--- src/rtl/tr_adc_reader_pkg.sv ---
// Shared types and frame geometry for the tracking-chain ADC reader.
package tr_adc_pkg;

  localparam int FRAME_BITS = 16;
  localparam int LEAD_BITS  = 4;
  localparam int DATA_W     = 12;
  localparam int AVG_N      = 4;
  localparam int BIT_CNT_W  = $clog2(FRAME_BITS);

  typedef enum logic [2:0] {
    IDLE,
    CS_SETUP,
    SHIFT,
    CS_HOLD,
    GAP
  } state_e;

  // A frame is only trustworthy when the ADC's leading pad bits read back as zero.
  function automatic logic lead_ok(input logic [FRAME_BITS-1:0] w);
    return w[FRAME_BITS-1 -: LEAD_BITS] == '0;
  endfunction

endpackage

--- src/rtl/tr_adc_reader_if.sv ---
// SPI pin bundle between the reader (master) and the ADC (slave).
interface tr_adc_reader_if;

  logic adc_cs_n;
  logic adc_sclk;
  logic adc_sdo;

  modport master (output adc_cs_n, output adc_sclk, input adc_sdo);
  modport slave  (input adc_cs_n, input adc_sclk, output adc_sdo);

endinterface

--- src/rtl/tr_adc_reader_sclk_div.sv ---
// SCLK half-period divider: toggle/rise strobes and bit position while run_i is high.
// Counters sit at zero whenever run_i is low, so each frame starts from a clean phase.
module adc_sclk_div
  import tr_adc_pkg::*;
#(
  parameter int CLK_DIV = 4
) (
  input  logic                 clk_i,
  input  logic                 rst_i,
  input  logic                 run_i,
  output logic                 toggle_o,
  output logic                 rise_o,
  output logic [BIT_CNT_W-1:0] bit_cnt_o,
  output logic                 last_bit_o
);

  localparam int DIV_W = (CLK_DIV > 1) ? $clog2(CLK_DIV) : 1;

  logic [DIV_W-1:0]     div_q, div_d;
  logic                 phase_q, phase_d;
  logic [BIT_CNT_W-1:0] bit_q, bit_d;
  logic                 toggle;

  assign toggle = run_i && (div_q == DIV_W'(CLK_DIV - 1));

  always_comb begin
    div_d   = div_q;
    phase_d = phase_q;
    bit_d   = bit_q;
    if (!run_i) begin
      div_d   = '0;
      phase_d = 1'b0;
      bit_d   = '0;
    end else if (toggle) begin
      div_d   = '0;
      phase_d = ~phase_q;
      if (phase_q) bit_d = bit_q + 1'b1;
    end else begin
      div_d = div_q + 1'b1;
    end
  end

  always_ff @(posedge clk_i) begin
    if (rst_i) begin
      div_q   <= '0;
      phase_q <= 1'b0;
      bit_q   <= '0;
    end else begin
      div_q   <= div_d;
      phase_q <= phase_d;
      bit_q   <= bit_d;
    end
  end

  assign toggle_o   = toggle;
  assign rise_o     = toggle && !phase_q;
  assign bit_cnt_o  = bit_q;
  assign last_bit_o = toggle && phase_q && (bit_q == BIT_CNT_W'(FRAME_BITS - 1));

endmodule

--- src/rtl/tr_adc_reader.sv ---
// Free-running SPI ADC reader: one 12-bit sample per 34*CLK_DIV+CONV_GAP cycle frame.
// Optional ADC_AVG_EN: issue the truncated mean of every AVG_N good frames instead.
module tr_adc_reader
  import tr_adc_pkg::*;
#(
  parameter int CLK_DIV  = 4,
  parameter int CONV_GAP = 10
) (
  input  logic                  clk,
  input  logic                  rst,
  input  logic                  enable,
  tr_adc_reader_if.master       spi,
  output logic [DATA_W-1:0]     x,
  output logic                  data_valid,
  output logic                  frame_err,
  output logic                  busy
);

  localparam int TMR_MAX = (CLK_DIV > CONV_GAP) ? CLK_DIV : CONV_GAP;
  localparam int TMR_W   = $clog2(TMR_MAX + 1);

  // The sync-delay compensation leaves no slack before the result edge at CLK_DIV=1.
  if (CLK_DIV < 2) begin : g_clk_div_chk
    $error("tr_adc_reader: CLK_DIV must be >= 2");
  end

  state_e                 state_q, state_d;
  logic [TMR_W-1:0]       tmr_q, tmr_d;
  logic                   cs_n_q, sclk_q, sclk_d;
  logic                   sdo_s1_q, sdo_s2_q;
  logic [1:0]             rise_pipe_q;
  logic [FRAME_BITS-1:0]  shreg_q;
  logic [DATA_W-1:0]      x_q, x_d;
  logic                   dv_q, dv_d, fe_q, fe_d, busy_q;
  logic                   toggle, rise, last_bit, frame_done;
  logic [BIT_CNT_W-1:0]   bit_cnt;
`ifdef ADC_AVG_EN
  localparam int ACC_W = DATA_W + $clog2(AVG_N);
  logic [ACC_W-1:0]         acc_q, acc_d, acc_sum;
  logic [$clog2(AVG_N)-1:0] avg_cnt_q, avg_cnt_d;
`endif

  adc_sclk_div #(.CLK_DIV(CLK_DIV)) u_div (
    .clk_i      (clk),
    .rst_i      (rst),
    .run_i      (state_q == SHIFT),
    .toggle_o   (toggle),
    .rise_o     (rise),
    .bit_cnt_o  (bit_cnt),
    .last_bit_o (last_bit)
  );

  always_comb begin
    state_d = state_q;
    tmr_d   = tmr_q + 1'b1;
    case (state_q)
      IDLE:     if (enable) state_d = CS_SETUP;
      CS_SETUP: if (tmr_q == TMR_W'(CLK_DIV - 1)) state_d = SHIFT;
      SHIFT:    if (last_bit) state_d = CS_HOLD;
      CS_HOLD:  if (tmr_q == TMR_W'(CLK_DIV - 1)) state_d = GAP;
      GAP:      if (tmr_q == TMR_W'(CONV_GAP - 1)) state_d = enable ? CS_SETUP : IDLE;
      default:  state_d = IDLE;
    endcase
    if (state_d != state_q) tmr_d = '0;

    sclk_d = 1'b1;
    if (state_d == SHIFT) sclk_d = (state_q != SHIFT) ? 1'b0 : (toggle ? ~sclk_q : sclk_q);
  end

  assign frame_done = (state_q == CS_HOLD) && (state_d == GAP);

  always_comb begin
    x_d  = x_q;
    dv_d = 1'b0;
    fe_d = 1'b0;
`ifdef ADC_AVG_EN
    acc_d     = acc_q;
    avg_cnt_d = avg_cnt_q;
    acc_sum   = acc_q + ACC_W'(shreg_q[DATA_W-1:0]);
`endif
    if (frame_done) begin
      if (lead_ok(shreg_q)) begin
`ifdef ADC_AVG_EN
        if (avg_cnt_q == $bits(avg_cnt_q)'(AVG_N - 1)) begin
          x_d       = acc_sum[ACC_W-1 -: DATA_W];
          dv_d      = 1'b1;
          acc_d     = '0;
          avg_cnt_d = '0;
        end else begin
          acc_d     = acc_sum;
          avg_cnt_d = avg_cnt_q + 1'b1;
        end
`else
        x_d  = shreg_q[DATA_W-1:0];
        dv_d = 1'b1;
`endif
      end else begin
        fe_d = 1'b1;
      end
    end
  end

  always_ff @(posedge clk) begin
    if (rst) begin
      state_q     <= IDLE;
      tmr_q       <= '0;
      cs_n_q      <= 1'b1;
      sclk_q      <= 1'b1;
      sdo_s1_q    <= 1'b0;
      sdo_s2_q    <= 1'b0;
      rise_pipe_q <= '0;
      shreg_q     <= '0;
      x_q         <= '0;
      dv_q        <= 1'b0;
      fe_q        <= 1'b0;
      busy_q      <= 1'b0;
`ifdef ADC_AVG_EN
      acc_q       <= '0;
      avg_cnt_q   <= '0;
`endif
    end else begin
      state_q     <= state_d;
      tmr_q       <= tmr_d;
      cs_n_q      <= !(state_d inside {CS_SETUP, SHIFT, CS_HOLD});
      sclk_q      <= sclk_d;
      sdo_s1_q    <= spi.adc_sdo;
      sdo_s2_q    <= sdo_s1_q;
      // Shift two cycles after the rise so the synchronized bit is the one present at the edge.
      rise_pipe_q <= {rise_pipe_q[0], rise};
      if (rise_pipe_q[1]) shreg_q <= {shreg_q[FRAME_BITS-2:0], sdo_s2_q};
      x_q         <= x_d;
      dv_q        <= dv_d;
      fe_q        <= fe_d;
      busy_q      <= (state_d != IDLE);
`ifdef ADC_AVG_EN
      acc_q       <= acc_d;
      avg_cnt_q   <= avg_cnt_d;
`endif
    end
  end

  a_last_bit_pos: assert property (@(posedge clk) disable iff (rst)
    last_bit |-> (bit_cnt == BIT_CNT_W'(FRAME_BITS - 1)));

  assign spi.adc_cs_n = cs_n_q;
  assign spi.adc_sclk = sclk_q;
  assign x            = x_q;
  assign data_valid   = dv_q;
  assign frame_err    = fe_q;
  assign busy         = busy_q;

endmodule

--- src/flat_wrapper.sv ---
// flat-port wrapper written by rule: the top's interface ports become plain ports
module tr_adc_reader_flat import tr_adc_pkg::*;
#(
  parameter int CLK_DIV  = 4,
  parameter int CONV_GAP = 10
)
  (clk, rst, enable, x, data_valid, frame_err, busy, spi_adc_cs_n, spi_adc_sclk, spi_adc_sdo);
  tr_adc_reader_if spi_i ();
  input  logic clk;
  input  logic rst;
  input  logic enable;
  output logic [DATA_W-1:0] x;
  output logic data_valid;
  output logic frame_err;
  output logic busy;
  output wire logic [$bits(spi_i.adc_cs_n)-1:0] spi_adc_cs_n;
  output wire logic [$bits(spi_i.adc_sclk)-1:0] spi_adc_sclk;
  input wire logic [$bits(spi_i.adc_sdo)-1:0] spi_adc_sdo;
  assign spi_adc_cs_n = spi_i.adc_cs_n;
  assign spi_adc_sclk = spi_i.adc_sclk;
  assign spi_i.adc_sdo = spi_adc_sdo;
  tr_adc_reader #(.CLK_DIV(CLK_DIV), .CONV_GAP(CONV_GAP)) u_core (.clk(clk), .rst(rst), .enable(enable), .spi(spi_i), .x(x), .data_valid(data_valid), .frame_err(frame_err), .busy(busy));
endmodule
--- config.mk ---
export PLATFORM = sky130hd
export DESIGN_NAME = tr_adc_reader_flat
export DESIGN_NICKNAME = d
export VERILOG_FILES = /design/src/rtl/tr_adc_reader_pkg.sv /design/src/rtl/tr_adc_reader_if.sv /design/src/rtl/tr_adc_reader_sclk_div.sv /design/src/rtl/tr_adc_reader.sv /design/src/flat_wrapper.sv
export SDC_FILE = /design/constraint.sdc
export NUM_CORES = 1
export LEC_CHECK = 0
export ABC_AREA = 1
export CELL_PAD_IN_SITES_DETAIL_PLACEMENT = 0
export CELL_PAD_IN_SITES_GLOBAL_PLACEMENT = 2
export CORE_UTILIZATION = 33
export CTS_BUF_LIST = sky130_fd_sc_hd__clkbuf_8 sky130_fd_sc_hd__clkbuf_16
export DETAILED_ROUTE_END_ITERATION = 10
export PLACE_DENSITY = 0.85
export SYNTH_ARGS = -nofsm -noshare
export SYNTH_HDL_FRONTEND = slang
export SYNTH_SLANG_ARGS = --single-unit
--- constraint.sdc ---
create_clock -name clk -period 1.55 [get_ports clk]
set_clock_uncertainty 0.1 [all_clocks]
set_input_delay 0.3875 -clock clk [delete_from_list [all_inputs] [get_ports clk]]
set_output_delay 0.3875 -clock clk [all_outputs]
set_load 0.005 [all_outputs]
==> impl_results.md <==
* Setup Viol. Count Final at 0
* Reg2reg start: u_core.tmr_q[1]
* Number of levels in the clock H-tree at 2
* Seq/Total Area, Yosys at 0.530
* Synth unique cells at 25
* Die outline height at 78.4 um
* Min-Delay Path Class: flip-flop to flip-flop
* Timing startpoint of the critical path: u_core.tmr_q[1]
* Worst Path Arrival at 1.59 ns
* Final count of pins violating max slew at 0
* Nets at 273
* Worst setup path end: u_core.x[4]
* Count of maximum capacitance violations at 0
* Yosys warning count at 0
* Wire length of the first global-routing pass at 5790 um
* Number of antenna diodes at 0
* Final routed wire length divided by cell count at 10.7 um
* Post-route antenna net violation count at 0
* Smallest setup slack after layout at 0.102 ns
* Max rail drop VDD at 0.456 mV
* Final Routed Wirelength at 3610 um
* FF+latch area at 1040 um^2
* Clock transition at the registers of the reported paths at 0.09 ns
* Startpoint kind of the worst setup timing path: flip-flop
* Power share of the sequential group at 0.572
* DR vias/cell at 4.43
* Number of cell rows at 27
* Aggregate negative setup slack at 0 ns
* Mean instance size in the synthesized netlist at 8.31 um^2
* Count of fill cells added during filler insertion at 588
* Global-route usage over all layers at 0.122
* CTS Root Buffer Type: sky130_fd_sc_hd__clkbuf_8
* Multi-input combinational cell area at 779 um^2
* Post-cts hold buffer count at 0
* Fraction of power consumed by the clock network at 0.385
* Fmax achieved at 691 MHz
* Power Internal at 1.84 mW
* Largest net degree at the start of global routing at 30
* Number of design rule violations left after detail routing at 0
* CTS tree: done
* Worst max-slew margin expressed relative to the limit at 0.808
* Worst setup path category: flip-flop to flip-flop
* Crit path required time at 1.69 ns
* Minimum clock period after layout at 1.45 ns
* Via count of the routed design at 1494
* Reg2Reg Depth at 8
* X dimension of the die at 78.4 um
* Clk Latency, worst-skew pair at 0.31 ns
* Depth of the worst hold-timing path at 2
* Power per standard cell area at 939 nW/um^2
* Highest fanout seen on the critical path at 6
* Initial antenna violation count at 0
* Fraction of power spent switching nets at 0.211
* Net count after synthesis at 240
* Die footprint at 6150 um^2
* Unrepaired setup endpoints after global routing: false
* Flop2flop setup slack at 0.10 ns
* Kind of end point of the critical path: flip-flop
* Final cycle utilization of the critical path at 0.934
* Post-synth design cell area at 1930 um^2
* Power dissipated by switching net loads at 0.493 mW
* Number of flip-flops and latches in the synthesized netlist at 51
* 1st-iter DRT viols at 103
* Overall power consumption at 2.34 mW
* Run status: finished clean
* Core outline area at 5570 um^2
* Pre-antenna DRT Iters at 4
* Count of final hold-check violations at 0
* Transition at the pin with the smallest max-transition slack at 0.287 ns
* Port Buffers at 20
* Static leakage at 1.09 nW
* Placer Congestion at 0.743
* Fraction of layout cells with a size suffix above 1 at 0.242
* Cts bufs inserted at 5
* Combinational power share at 0.042
* Clock Path Buffers at 2
* Worst R2R End: u_core.x[4]
* Congestion Overflow GR at 0
* Number of clock sinks seen by CTS at 51
* Dpl hpwl at 2270 um
* Initial Utilization at 0.346
* Mapped Cells at 232
* DP Worst Slack at -0.0815 ns
* Post-synthesis to final-layout area growth at 28.9%
* Number of ports placed on the die boundary at 21
* Via count of the first global-routing pass at 1339
-- Yosys cell counts --
cell	instances	area, um^2
sky130_fd_sc_hd__nor2_4	1	11.3
sky130_fd_sc_hd__inv_2	2	7.51
sky130_fd_sc_hd__nand2_2	2	12.5
sky130_fd_sc_hd__o21ai_0	23	115
sky130_fd_sc_hd__nand3b_1	1	7.51
sky130_fd_sc_hd__and3_1	1	6.26
sky130_fd_sc_hd__nor2_2	2	12.5
sky130_fd_sc_hd__xnor2_1	2	17.5
sky130_fd_sc_hd__or2_2	1	6.26
sky130_fd_sc_hd__buf_4	1	7.51
sky130_fd_sc_hd__xor2_1	2	17.5
sky130_fd_sc_hd__buf_6	1	11.3
sky130_fd_sc_hd__clkbuf_1	6	22.5
sky130_fd_sc_hd__nand3_1	9	45.0
sky130_fd_sc_hd__nor2_1	23	86.3
sky130_fd_sc_hd__dfxtp_1	51	1020
sky130_fd_sc_hd__nand4_1	1	6.26
sky130_fd_sc_hd__inv_1	33	124
sky130_fd_sc_hd__a21oi_1	20	100
sky130_fd_sc_hd__nor3_1	4	20.0
sky130_fd_sc_hd__o21ai_1	8	40.0
sky130_fd_sc_hd__a21oi_2	8	70.1
sky130_fd_sc_hd__ha_1	4	50.1
sky130_fd_sc_hd__nand2_1	24	90.1
sky130_fd_sc_hd__nor3_2	2	20.0
-- registers in the layout, indices dropped and copies added, names as in the netlist --
| register | flops |
|---|---|
| u_core.sdo_s2_q | 1 |
| u_core.x | 12 |
| u_core.spi.adc_sclk | 1 |
| u_core.u_div.div_q | 2 |
| u_core.spi.adc_cs_n | 1 |
| u_core.frame_err | 1 |
| u_core.rise_pipe_q | 2 |
| u_core.data_valid | 1 |
| u_core.shreg_q | 16 |
| u_core.u_div.phase_q | 1 |
| u_core.sdo_s1_q | 1 |
| u_core.tmr_q | 4 |
| u_core.busy | 1 |
| u_core.u_div.bit_cnt_o | 4 |
| u_core.state_q | 3 |
-- area by class of cell --
cell class | count | area share
well taps | 72 | 0.0362
flip-flops and latches | 51 | 0.420
clock inverters | 2 | 0.0151
repair buffers | 34 | 0.133
inverters | 35 | 0.0538
multi-input cells | 138 | 0.314
clock buffers | 5 | 0.0277
-- critical path: stages (launching register included) --
cell	delay (ns)
sky130_fd_sc_hd__dfxtp_4	0.37
sky130_fd_sc_hd__ha_4	0.15
sky130_fd_sc_hd__nand2_4	0.06
sky130_fd_sc_hd__inv_4	0.06
sky130_fd_sc_hd__nand2_4	0.06
sky130_fd_sc_hd__nor2_4	0.22
sky130_fd_sc_hd__clkbuf_16	0.19
sky130_fd_sc_hd__o21ai_1	0.06
sky130_fd_sc_hd__a21oi_2	0.11
-- worst min path at each step --
stage | start | end | slack (ns)
floorplan | u_core.rise_pipe_q[0] | u_core.rise_pipe_q[1] | 0.29
global placement | u_core.rise_pipe_q[0] | u_core.rise_pipe_q[1] | 0.29
detailed placement | u_core.rise_pipe_q[0] | u_core.rise_pipe_q[1] | 0.29
CTS | u_core.rise_pipe_q[0] | u_core.rise_pipe_q[1] | 0.31
global route | u_core.rise_pipe_q[0] | u_core.rise_pipe_q[1] | 0.33
finish | u_core.rise_pipe_q[0] | u_core.rise_pipe_q[1] | 0.30
-- per-stage QoR --
stage          hold WS [ns]   util  std cells  cell area (um^2)
3_3_place_gp          0.291  0.405        325              2260
6_report              0.300  0.446        337              2490
3_5_place_dp          0.295  0.405        325              2260
4_1_cts               0.308  0.424        333              2370
2_1_floorplan         0.288      -        232              1930
5_1_grt               0.333  0.446        337              2490
-- power by group through the flow --
stage                     clock network, mW  registers [mW]  logic, mW
after floorplan                           0            1.37     0.0481
after global placement                    0            1.36     0.0947
after detailed placement                  0            1.36     0.0940
after CTS                             0.932            1.33     0.0915
after global routing                  0.979            1.34      0.110
final                                 0.900            1.34     0.0987
-- routing by layer --
| metal | track usage | vias up | routed length [um] | part of all wire |
|---|---|---|---|---|
| met5 | 0 | - | 0 | 0 |
| met1 | 0.146 | 667 | 1850 | 0.51 |
| li1 | - | 807 | - | - |
| met4 | 0.0611 | 0 | 66 | 0.018 |
| met2 | 0.196 | 15 | 1570 | 0.43 |
| met3 | 0.0395 | 5 | 127 | 0.035 |
-- kinds of logic (layout without fill, tap and decap cells) --
| family | count (synthesis) | count (layout) | synth area share |
|---|---|---|---|
| AOI/OAI and AO/OA | 59 | 59 | 0.169 |
| buffers and inverters | 43 | 76 | 0.0896 |
| xor gates and xnor gates | 4 | 4 | 0.0182 |
| adders and majority gates | 4 | 4 | 0.0260 |
| DFF | 51 | 51 | 0.530 |
| and+or+nand+nor | 71 | 71 | 0.168 |
-- what timing repair did --
| action | in CTS | in global routing |
|---|---|---|
| pin swaps | 0 | 8 |
| cloned | 0 | 2 |
| endpoints found under the setup margin | 17 | 18 |
| buffers inserted | 1 | 2 |
| resized for setup | 30 | 20 |
-- cell usage in the layout (no fill, tap or decap), drive strengths merged --
cell           count
o21ai             31
a21oi             28
xnor2              2
nand3b             1
buf               12
clkinvlp           1
clkbuf             7
nand4              1
ha                 4
clkdlybuf4s50      3
inv               35
bufinv             1
nor2              26
and3               1
nand2             26
xor2               2
nand3              9
dfxtp             51
or2                1
nor3               6
dlygate4sd2       17
No activity file was read; power rests on OpenSTA's default activity.
